$ cat src/rtl/job_load_monitor_pkg.sv
// Shared constants for the job-load monitor and the downstream DVFS controller.
// The occupancy width and thresholds must stay in step with dvfs_controller.
package job_load_monitor_pkg;

  localparam int OCC_W       = 8;
  localparam int THRESH_LOW  = 60;
  localparam int THRESH_HIGH = 128;

  typedef enum logic [1:0] {
    DVFS_LOW        = 2'b00,
    DVFS_NORMAL     = 2'b01,
    DVFS_HIGH       = 2'b10,
    DVFS_TRANSITION = 2'b11
  } dvfs_state_e;

endpackage

$ cat src/rtl/job_load_monitor_if.sv
// Scheduler-side strobes in, smoothed load and status out.
// Handshake: push/pop/clear/hold are per-cycle strobes with no back-pressure; occ_valid is
// a one-cycle qualifier for job_queue_occupancy with no ready, so the consumer must sample it that cycle.
interface job_load_if
  import job_load_monitor_pkg::*;
#(
  parameter int DEPTH_W = 10
);
  logic               push;
  logic               pop;
  logic               clear;
  logic               hold;
  logic [OCC_W-1:0]   job_queue_occupancy;
  logic               occ_valid;
  logic [DEPTH_W-1:0] depth;
  logic               overflow_err;
  logic               underflow_err;

  modport master (
    output push, pop, clear, hold,
    input  job_queue_occupancy, occ_valid, depth, overflow_err, underflow_err
  );

  modport slave (
    input  push, pop, clear, hold,
    output job_queue_occupancy, occ_valid, depth, overflow_err, underflow_err
  );
endinterface

$ cat src/rtl/job_load_monitor_ema.sv
// Exponential moving average of the queue depth, updated only on sample ticks.
// avg_step_o is the value avg would take on a tick, so the top can publish it on the same edge.
module load_ema_filter #(
  parameter int DEPTH_W   = 10,
  parameter int EMA_SHIFT = 2
) (
  input  logic               clk,
  input  logic               rst_n,
  input  logic               clear_i,
  input  logic               tick_i,
  input  logic [DEPTH_W-1:0] sample_i,
  output logic [DEPTH_W-1:0] avg_o,
  output logic [DEPTH_W-1:0] avg_step_o
);
  localparam int DW = DEPTH_W + 2;
  localparam logic signed [DW-1:0] MAX_S = {2'b00, {DEPTH_W{1'b1}}};
  localparam logic signed [DW-1:0] ONE_S = {{(DW-1){1'b0}}, 1'b1};

  logic [DEPTH_W-1:0]   avg_q, avg_d;
  logic signed [DW-1:0] diff, step, sum;

  always_comb begin
    diff = $signed({2'b00, sample_i}) - $signed({2'b00, avg_q});
    step = diff >>> EMA_SHIFT;
    // Floor division stalls a rising average just below the sample; nudge it the last step.
    if (diff != '0 && step == '0) step = ONE_S;
    sum = $signed({2'b00, avg_q}) + step;
    if (sum[DW-1])       avg_step_o = '0;
    else if (sum > MAX_S) avg_step_o = '1;
    else                  avg_step_o = sum[DEPTH_W-1:0];
  end

  always_comb begin
    avg_d = avg_q;
    if (clear_i)     avg_d = '0;
    else if (tick_i) avg_d = avg_step_o;
  end

  always_ff @(posedge clk or negedge rst_n) begin
    if (!rst_n) avg_q <= '0;
    else        avg_q <= avg_d;
  end

  assign avg_o = avg_q;
endmodule

$ cat src/rtl/job_load_monitor.sv
// Tracks job-queue depth from push/pop strobes and publishes a periodically
// smoothed 8-bit load for the DVFS controller, deferring updates while it is busy.
module job_load_monitor
  import job_load_monitor_pkg::*;
#(
  parameter int DEPTH_W       = 10,
  parameter int SAMPLE_PERIOD = 64,
  parameter int EMA_SHIFT     = 2
) (
  input logic       clk,
  input logic       rst_n,
  job_load_if.slave mon_if
);
  localparam int TIMER_W = (SAMPLE_PERIOD > 1) ? $clog2(SAMPLE_PERIOD) : 1;
  localparam logic [TIMER_W-1:0] TIMER_LAST = TIMER_W'(SAMPLE_PERIOD - 1);
  localparam logic [DEPTH_W-1:0] MAX_DEPTH  = '1;

  logic [DEPTH_W-1:0] depth_q, depth_d;
  logic               ovf_q, ovf_d, unf_q, unf_d;
  logic [TIMER_W-1:0] timer_q, timer_d;
  logic [OCC_W-1:0]   occ_q, occ_d;
  logic               occ_valid_q, occ_valid_d;
  logic               pending_q, pending_d;
  logic               tick;
  logic [DEPTH_W-1:0] avg_q, avg_step;

  assign tick    = (timer_q == TIMER_LAST);
  assign timer_d = tick ? '0 : timer_q + TIMER_W'(1);

  load_ema_filter #(
    .DEPTH_W   (DEPTH_W),
    .EMA_SHIFT (EMA_SHIFT)
  ) u_ema (
    .clk        (clk),
    .rst_n      (rst_n),
    .clear_i    (mon_if.clear),
    .tick_i     (tick),
    .sample_i   (depth_q),
    .avg_o      (avg_q),
    .avg_step_o (avg_step)
  );

  // Simultaneous push and pop is a pass-through and never an error, even at the limits.
  always_comb begin
    depth_d = depth_q;
    ovf_d   = ovf_q;
    unf_d   = unf_q;
    if (mon_if.push && !mon_if.pop) begin
      if (depth_q == MAX_DEPTH) ovf_d   = 1'b1;
      else                      depth_d = depth_q + DEPTH_W'(1);
    end else if (mon_if.pop && !mon_if.push) begin
      if (depth_q == '0) unf_d   = 1'b1;
      else               depth_d = depth_q - DEPTH_W'(1);
    end
  end

  // A tick under hold is remembered and published on the first unheld cycle.
  always_comb begin
    occ_d       = occ_q;
    occ_valid_d = 1'b0;
    pending_d   = pending_q;
    if (tick) begin
      if (!mon_if.hold) begin
        occ_d       = avg_step[DEPTH_W-1 -: OCC_W];
        occ_valid_d = 1'b1;
        pending_d   = 1'b0;
      end else begin
        pending_d   = 1'b1;
      end
    end else if (pending_q && !mon_if.hold) begin
      occ_d       = avg_q[DEPTH_W-1 -: OCC_W];
      occ_valid_d = 1'b1;
      pending_d   = 1'b0;
    end
  end

  always_ff @(posedge clk or negedge rst_n) begin
    if (!rst_n) begin
      depth_q     <= '0;
      ovf_q       <= 1'b0;
      unf_q       <= 1'b0;
      timer_q     <= '0;
      occ_q       <= '0;
      occ_valid_q <= 1'b0;
      pending_q   <= 1'b0;
    end else if (mon_if.clear) begin
      depth_q     <= '0;
      ovf_q       <= 1'b0;
      unf_q       <= 1'b0;
      timer_q     <= '0;
      occ_q       <= '0;
      occ_valid_q <= 1'b0;
      pending_q   <= 1'b0;
    end else begin
      depth_q     <= depth_d;
      ovf_q       <= ovf_d;
      unf_q       <= unf_d;
      timer_q     <= timer_d;
      occ_q       <= occ_d;
      occ_valid_q <= occ_valid_d;
      pending_q   <= pending_d;
    end
  end

  assign mon_if.depth               = depth_q;
  assign mon_if.overflow_err        = ovf_q;
  assign mon_if.underflow_err       = unf_q;
  assign mon_if.job_queue_occupancy = occ_q;
  assign mon_if.occ_valid           = occ_valid_q;
endmodule

$ cat src/flat_wrapper.sv
// flat-port wrapper written by rule: the top's interface ports become plain ports
module job_load_monitor_flat import job_load_monitor_pkg::*;
#(
  parameter int DEPTH_W       = 10,
  parameter int SAMPLE_PERIOD = 64,
  parameter int EMA_SHIFT     = 2
)
  (clk, rst_n, mon_if_push, mon_if_pop, mon_if_clear, mon_if_hold, mon_if_job_queue_occupancy, mon_if_occ_valid, mon_if_depth, mon_if_overflow_err, mon_if_underflow_err);
  job_load_if #(.DEPTH_W(DEPTH_W)) mon_if_i ();
  input logic clk;
  input logic rst_n;
  input wire logic [$bits(mon_if_i.push)-1:0] mon_if_push;
  input wire logic [$bits(mon_if_i.pop)-1:0] mon_if_pop;
  input wire logic [$bits(mon_if_i.clear)-1:0] mon_if_clear;
  input wire logic [$bits(mon_if_i.hold)-1:0] mon_if_hold;
  output wire logic [$bits(mon_if_i.job_queue_occupancy)-1:0] mon_if_job_queue_occupancy;
  output wire logic [$bits(mon_if_i.occ_valid)-1:0] mon_if_occ_valid;
  output wire logic [$bits(mon_if_i.depth)-1:0] mon_if_depth;
  output wire logic [$bits(mon_if_i.overflow_err)-1:0] mon_if_overflow_err;
  output wire logic [$bits(mon_if_i.underflow_err)-1:0] mon_if_underflow_err;
  assign mon_if_i.push = mon_if_push;
  assign mon_if_i.pop = mon_if_pop;
  assign mon_if_i.clear = mon_if_clear;
  assign mon_if_i.hold = mon_if_hold;
  assign mon_if_job_queue_occupancy = mon_if_i.job_queue_occupancy;
  assign mon_if_occ_valid = mon_if_i.occ_valid;
  assign mon_if_depth = mon_if_i.depth;
  assign mon_if_overflow_err = mon_if_i.overflow_err;
  assign mon_if_underflow_err = mon_if_i.underflow_err;
  job_load_monitor #(.DEPTH_W(DEPTH_W), .SAMPLE_PERIOD(SAMPLE_PERIOD), .EMA_SHIFT(EMA_SHIFT)) u_core (.clk(clk), .rst_n(rst_n), .mon_if(mon_if_i));
endmodule
$ cat config.mk
export PLATFORM = sky130hd
export DESIGN_NAME = job_load_monitor_flat
export DESIGN_NICKNAME = d
export VERILOG_FILES = /design/src/rtl/job_load_monitor_pkg.sv /design/src/rtl/job_load_monitor_if.sv /design/src/rtl/job_load_monitor_ema.sv /design/src/rtl/job_load_monitor.sv /design/src/flat_wrapper.sv
export SDC_FILE = /design/constraint.sdc
export NUM_CORES = 1
export LEC_CHECK = 0
export ABC_AREA = 0
export CORE_MARGIN = 3
export CORE_UTILIZATION = 30
export CTS_BUF_LIST = sky130_fd_sc_hd__clkbuf_4 sky130_fd_sc_hd__clkbuf_8
export DETAILED_ROUTE_END_ITERATION = 8
export HOLD_SLACK_MARGIN = 0.02
export PLACE_DENSITY = 0.55
export SETUP_SLACK_MARGIN = 0.2
export SYNTH_ARGS = -nofsm -noshare
export SYNTH_HDL_FRONTEND = slang
export SYNTH_HIERARCHICAL = 1
export SYNTH_SLANG_ARGS = --single-unit
$ cat constraint.sdc
create_clock -name clk -period 4 [get_ports clk]
set_input_delay 0.8 -clock clk [delete_from_list [all_inputs] [get_ports clk]]
set_output_delay 0.8 -clock clk [all_outputs]
set_load 0.005 [all_outputs]
=== Word-level counts from Yosys, hierarchy flattened ===
Index checks and enable logic that the tools add are counted.

* Logic and storage cells: 72
* Output and inout bits: 21
* Bits of input ports: 6
* Register bits: 38

* Order comparisons: 1
* Multiplexer cells: 31
* Eq/ne operators: 6
* Reduce and logical (&&, ||, !) cells: 21
* $add $sub $neg: 5

{| class="wikitable"
|+ Operators with widths
! cell !! number
|-
| $mux 10 || 9
|-
| $mux 8 || 4
|-
| $mux 1 || 15
|-
| $add 11x12->12 || 1
|-
| $gt 12x11->1 const B || 1
|-
| $logic_not 12->1 || 1
|-
| $mux 12 || 1
|-
| $mux 6 || 2
|-
| $reduce_bool 12->1 || 1
|-
| $sub 10x10->11 || 1
|-
| $add 10x1->10 const B || 1
|-
| $eq 10x10->1 const B || 1
|-
| $logic_not 10->1 || 1
|-
| $reduce_bool 2->1 || 5
|-
| $sub 10x1->10 const B || 1
|-
| $add 6x1->6 const B || 1
|-
| $eq 6x6->1 const B || 1
|-
| $ne 3x3->1 const B || 2
|-
| $reduce_and 3->1 || 2
|-
| $reduce_bool 3->1 || 2
|-
| $logic_and 1x1->1 || 4
|-
| $reduce_and 2->1 || 2
|-
| $logic_not 1->1 || 3
|-
| $ne 3x2->1 const B || 1
|-
| $ne 2x2->1 const B || 1
|}

=== Longest topological paths before layout ===
* Word-level depth: 11
* Gate-level depth with buffers: 22
* Depth with buffers taken out: 21

=== By module ===
Netlist, hierarchy kept.

{| class="wikitable"
|+ By module, submodules not included
! module !! sequential area each (sq um) !! cells an instance !! instances !! area an instance (sq um)
|-
| job_load_monitor || 700.7 || 167 || 1 || 1686.6
|-
| load_ema_filter || 250.2 || 183 || 1 || 1515.2
|}

=== Worst setup path before layout ===
Ideal clock, no wire load.

* Kind: register to register
* Start point: reg u_core.depth_q[0] (netlist: u_core/mon_if.depth[0])
* End point: reg u_core.occ_q[6] (netlist: u_core/mon_if.job_queue_occupancy[6])
* Buffers on the path: 0
* Slack: -0.403 ns
* Stages on the path, launching flop included: 22
* Library setup time: 0.095 ns
* Data arrival time: 4.308 ns
* Data required time: 3.905 ns
* Period minus slack after synthesis: 4.403 ns
* Path through: dfrtp_1 inv_1 ha_1 inv_1 fa_1 a21o_1 a31oi_1 o221ai_4 inv_2 or3_1 or4_1 o41ai_2 ha_1 fa_1 a211oi_1 o21ai_0 a211o_1 a211oi_2 nor2_1 a21oi_1 mux2i_1 o31ai_1

* Longest elaborated chain between the ends: 11
* Elaborated cells between the ends (all ways): 12
* Those cells by class: 2 x add/sub; 1 x order compare; 6 x mux; 3 x reduce/logical

{| class="wikitable"
|+ RTL lines
! what !! line !! source
|-
| from (decl) || job_load_monitor.sv:18 || <nowiki>logic [DEPTH_W-1:0] depth_q, depth_d;</nowiki>
|-
| from (signal assigned) || job_load_monitor.sv:95 || <nowiki>depth_q <= depth_d;</nowiki>
|-
| $sub 10x10->11 * || job_load_monitor_ema.sv:23 || <nowiki>diff = $signed({2'b00, sample_i}) - $signed({2'b00, avg_q});</nowiki>
|-
| $reduce_bool 12->1 / $logic_not 12->1 (equally long branches) || job_load_monitor_ema.sv:26 || <nowiki>if (diff != '0 && step == '0) step = ONE_S;</nowiki>
|-
| $logic_and 1x1->1 || job_load_monitor_ema.sv:26 ||
|-
| $mux 12 * || job_load_monitor_ema.sv:26 ||
|-
| $add 11x12->12 * || job_load_monitor_ema.sv:27 || <nowiki>sum = $signed({2'b00, avg_q}) + step;</nowiki>
|-
| $gt 12x11->1 || job_load_monitor_ema.sv:29 || <nowiki>else if (sum > MAX_S) avg_step_o = '1;</nowiki>
|-
| $mux 10 || job_load_monitor_ema.sv:29 ||
|-
| $mux 10 * || job_load_monitor_ema.sv:28 || <nowiki>if (sum[DW-1]) avg_step_o = '0;</nowiki>
|-
| via u_core.avg_step[8] || job_load_monitor.sv:25 || <nowiki>logic [DEPTH_W-1:0] avg_q, avg_step;</nowiki>
|-
| $mux 8 * || job_load_monitor.sv:63 || <nowiki>if (!mon_if.hold) begin</nowiki>
|-
| $mux 8 * || job_load_monitor.sv:62 || <nowiki>if (tick) begin</nowiki>
|-
| $mux 8 * || job_load_monitor.sv:86 || <nowiki>end else if (mon_if.clear) begin</nowiki>
|-
| to (signal assigned) || job_load_monitor.sv:83 || <nowiki>occ_q <= '0;</nowiki>
|-
| to (signal assigned) || job_load_monitor.sv:91 || <nowiki>occ_q <= '0;</nowiki>
|-
| to (signal assigned) || job_load_monitor.sv:99 || <nowiki>occ_q <= occ_d;</nowiki>
|-
| to (decl) || job_load_monitor.sv:21 || <nowiki>logic [OCC_W-1:0] occ_q, occ_d;</nowiki>
|}

The timed path passes the listed nets; every way through them passes the cells marked *. The select of a mux whose other input is x is not followed.
A chain may end at the register's enable or synchronous reset.

=== Worst setup path after layout ===
* Start point: reg u_core.depth_q[0] (netlist: u_core/mon_if.depth[0])
* End point: reg u_core.occ_q[0] (netlist: u_core/mon_if.job_queue_occupancy[0])

The elaborated chain is that of the path after synthesis.

==> results.sh <==
export IMPL_cts_path_max_buffers=2
export IMPL_power_density_nw_per_um2=681
export IMPL_postRouteWirelength_mm=9.01
export IMPL_violations="setup timing"
export IMPL_place_gp_congestion=0.841
export IMPL_vias_in_the_first_global_route=2988
export IMPL_crit_path_end_kind="flip-flop"
export IMPL_worst_path_dominant_cell_family="compound AO/OA/AOI/OAI gates"
export IMPL_syn_instance_count=346
export IMPL_vdd_ir_drop_worst_uv=208
export IMPL_cpMaxStageDelayCell="sky130_fd_sc_hd__or4_4"
export IMPL_detailedRoute_firstIterationViolations=245
export IMPL_diodes=0
export IMPL_first_pass_grt_wire_length_mm=14.8
export IMPL_cts_num_sinks=38
export IMPL_report_final_setup_viol=18
export IMPL_synth_cell_area_um2=3180
export IMPL_switching_share_pct=43.6
export IMPL_reg_clk_slew_reported_paths_ns=0.09
export IMPL_drtAntennaViolNets=0
export IMPL_timing_critical_path_required_ns=4.18
export IMPL_power_share_sequential_pct=15.0
export IMPL_number_of_antenna_violations_at_the_first_check_in_global_routing=0
export IMPL_final_hpwl_from_detailed_placement_mm=6.79
export IMPL_post_drt_wl_per_cell_um=15.9
export IMPL_setup_repair_after_global_routing_missed_its_margin="true"
export IMPL_fin_total_pwr_mw=3.01
export IMPL_leakagePower_nw=1.88
export IMPL_slew_headroom_pct=42.4
export IMPL_grt_ovfl_total=0
export IMPL_num_cts_buffers=5
export IMPL_initial_standard_cell_utilization_of_the_core_pct=31.7
export IMPL_placementRows=36
export IMPL_post_route_min_period_ns=4.24
export IMPL_layout_drive_gt1_share_pct=28.6
export IMPL_syn_nets=385
export IMPL_floorplan_die_area_um2=11900
export IMPL_vias=2969
export IMPL_detailedRoute_firstPassIterationCount=4
export IMPL_finish_cell_count_without_fillers=567
export IMPL_critical_path_peak_fanout=3
export IMPL_boundaryPins=27
export IMPL_post_place_cells=553
export IMPL_tritoncts_clock_tree="built"
export IMPL_syn2layout_area_growth_pct=38.7
export IMPL_final_max_slew_violation_count=0
export IMPL_fmaxAchievable_ghz=0.236
export IMPL_cts_htree_levels=2
export IMPL_clock_root_buffer="sky130_fd_sc_hd__clkbuf_8"
export IMPL_path_class="reg2reg"
export IMPL_layout_area_seq_um2=952
export IMPL_holdCritPathClass="reg2reg"
export IMPL_run_status="finished, violations left"
export IMPL_timing_max_cap_violations=0
export IMPL_clkPwrFrac_pct=13.7
export IMPL_drc_errors=0
export IMPL_syn_area_per_cell_um2=9.20
export IMPL_vias_per_cell=5.24
export IMPL_dieWidth_um=109
export IMPL_fin_ws_ns=-0.238
export IMPL_min_period_over_period_pct=106
export IMPL_worstSetupStartpointType="flip-flop"
export IMPL_p_switching_mw=1.31
export IMPL_endpoint_arrival_time_on_the_critical_path_ns=4.42
export IMPL_synthesis_yosys_warnings=6
export IMPL_grt_max_degree=39
export IMPL_clock_insertion_delay_worst_skew_ns=0.30
export IMPL_numPortBuffers=26
export IMPL_core_area_um2=10000
export IMPL_nNetsFinal=472
export IMPL_power_report_internal_total_mw=1.70
export IMPL_layout_filler_cells=959
export IMPL_pwr_share_comb_pct=71.3
export IMPL_die_height_um=109
export IMPL_final_hold_viol_count=0
export IMPL_multi_input_comb_area_um2=2290
export IMPL_tightestPinTransition_ns=0.864
export IMPL_crit_chain="inv_2, ha_4, inv_2, fa_2, a21o_4, a21oi_2, xnor2_1, or3_1, or4_4, o41ai_4, ha_2, fa_2, a211oi_2, o21ai_1, a211o_1, buf_6, a211oi_4, buf_6, nor3_2, nor2_1, mux2i_1, o21ai_0"
export IMPL_worst_clock_skew_ns=0.00900
export IMPL_grt_use_total_pct=15.6
export IMPL_worstPathBufferInverterCount=4
export IMPL_critical_path_max_stage_delay_ns=0.43
==> worst register-to-register path: cells and delay by family, from the launching register on <==
kind / cells / cell delay (ns)
xor+xnor: 1 / 0.09
flops: 1 / 0.42
buf+inv: 4 / 0.36
simple gates: 4 / 1.00
compound gates: 8 / 1.12
fa+ha+maj: 4 / 0.93
mux: 1 / 0.17
==> repair_timing <==
item                                    CTS  global route
endpoints found under the setup margin   18            18
hold buffers                              0             0
pin swaps                                 4             4
resized for setup                         9            18
buffers inserted                          5             1
gates cloned                              0             0
==> final timing paths <==
path | slack [ns] | cells after the start | end | from
setup reg to reg | -0.24 | 22 | u_core/mon_if.job_queue_occupancy[0] | u_core/mon_if.depth[0]
hold / removal | 0.48 | 1 | u_core/timer_q[0] | u_core/timer_q[0]
setup / recovery | -0.24 | 22 | u_core/mon_if.job_queue_occupancy[0] | u_core/mon_if.depth[0]
max in group asynchronous | 2.79 | 1 | u_core/mon_if.depth[0] | rst_n
min in group asynchronous | 0.60 | 1 | u_core/timer_q[2] | rst_n
hold reg to reg | 0.48 | 1 | u_core/timer_q[0] | u_core/timer_q[0]
==> registers in the layout, indices dropped and copies added (netlist names) <==
signal,flops
u_core/mon_if.depth,10
u_core/u_ema/avg_o,10
u_core/mon_if.job_queue_occupancy,8
u_core/timer_q,6
u_core/mon_if.occ_valid,1
u_core/mon_if.overflow_err,1
u_core/mon_if.underflow_err,1
u_core/pending_q,1
==> per-layer routing <==
layer | vias up | GRT usage (%) | wire length [um]
met5 | - | 0 | 0
met4 | 0 | 4.06 | 146
met1 | 1446 | 20.8 | 4170
li1 | 1459 | - | -
met2 | 54 | 26.7 | 4420
met3 | 10 | 1.95 | 274
==> power groups by stage <==
| stage | Sequential [mW] | Clock [mW] | Combinational (mW) |
|---|---|---|---|
| floorplan | 0.490 | 0 | 1.19 |
| global placement | 0.461 | 0 | 1.93 |
| detailed placement | 0.461 | 0 | 1.94 |
| CTS | 0.454 | 0.420 | 2.00 |
| global route | 0.459 | 0.434 | 2.33 |
| finish | 0.452 | 0.411 | 2.14 |
==> cell type report <==
cell class / count / share of cell area [%]
flip-flops and latches: 38 / 21.6
well taps: 133 / 3.77
multi-input cells: 275 / 52.0
inverters: 20 / 1.70
clock inverters: 3 / 1.56
clock buffers: 5 / 1.56
repair buffers: 93 / 17.9
==> layout by cell type (no fill, tap or decap), types with 4 or more instances in the layout <==
cell type	n
sky130_fd_sc_hd__mux2i_1	9
sky130_fd_sc_hd__nand2_1	22
sky130_fd_sc_hd__nor3_1	9
sky130_fd_sc_hd__nand3_1	7
sky130_fd_sc_hd__o211ai_1	4
sky130_fd_sc_hd__o21ai_1	6
sky130_fd_sc_hd__clkbuf_8	5
sky130_fd_sc_hd__xor2_1	6
sky130_fd_sc_hd__dfrtp_1	37
sky130_fd_sc_hd__o31ai_1	5
sky130_fd_sc_hd__o21ai_0	12
sky130_fd_sc_hd__nor2_1	20
sky130_fd_sc_hd__inv_1	17
sky130_fd_sc_hd__clkdlybuf4s50_1	25
sky130_fd_sc_hd__ha_1	28
sky130_fd_sc_hd__buf_4	63
sky130_fd_sc_hd__nor2b_1	7
sky130_fd_sc_hd__a21oi_1	16
sky130_fd_sc_hd__or3_1	11
sky130_fd_sc_hd__xnor2_1	17
sky130_fd_sc_hd__a21oi_2	4
sky130_fd_sc_hd__nand2b_1	7
sky130_fd_sc_hd__a21o_1	6
==> stage by stage <==
| stage | instance area, um2 | util, % | hold slack (ns) | setup TNS [ns] | setup slack, ns |
|---|---|---|---|---|---|
| after floorplan | 3290 | - | 0.438 | -0.665 | -0.0783 |
| after global placement | 4080 | 40.6 | 0.455 | -1.83 | -0.176 |
| after detailed placement | 4080 | 40.6 | 0.466 | -3.04 | -0.236 |
| after CTS | 4310 | 42.9 | 0.479 | -2.61 | -0.179 |
| after global routing | 4420 | 44.0 | 0.496 | -7.23 | -0.438 |
| final | 4420 | 44.0 | 0.475 | -3.36 | -0.238 |
Note: power is estimated with default switching activity, not from simulation.
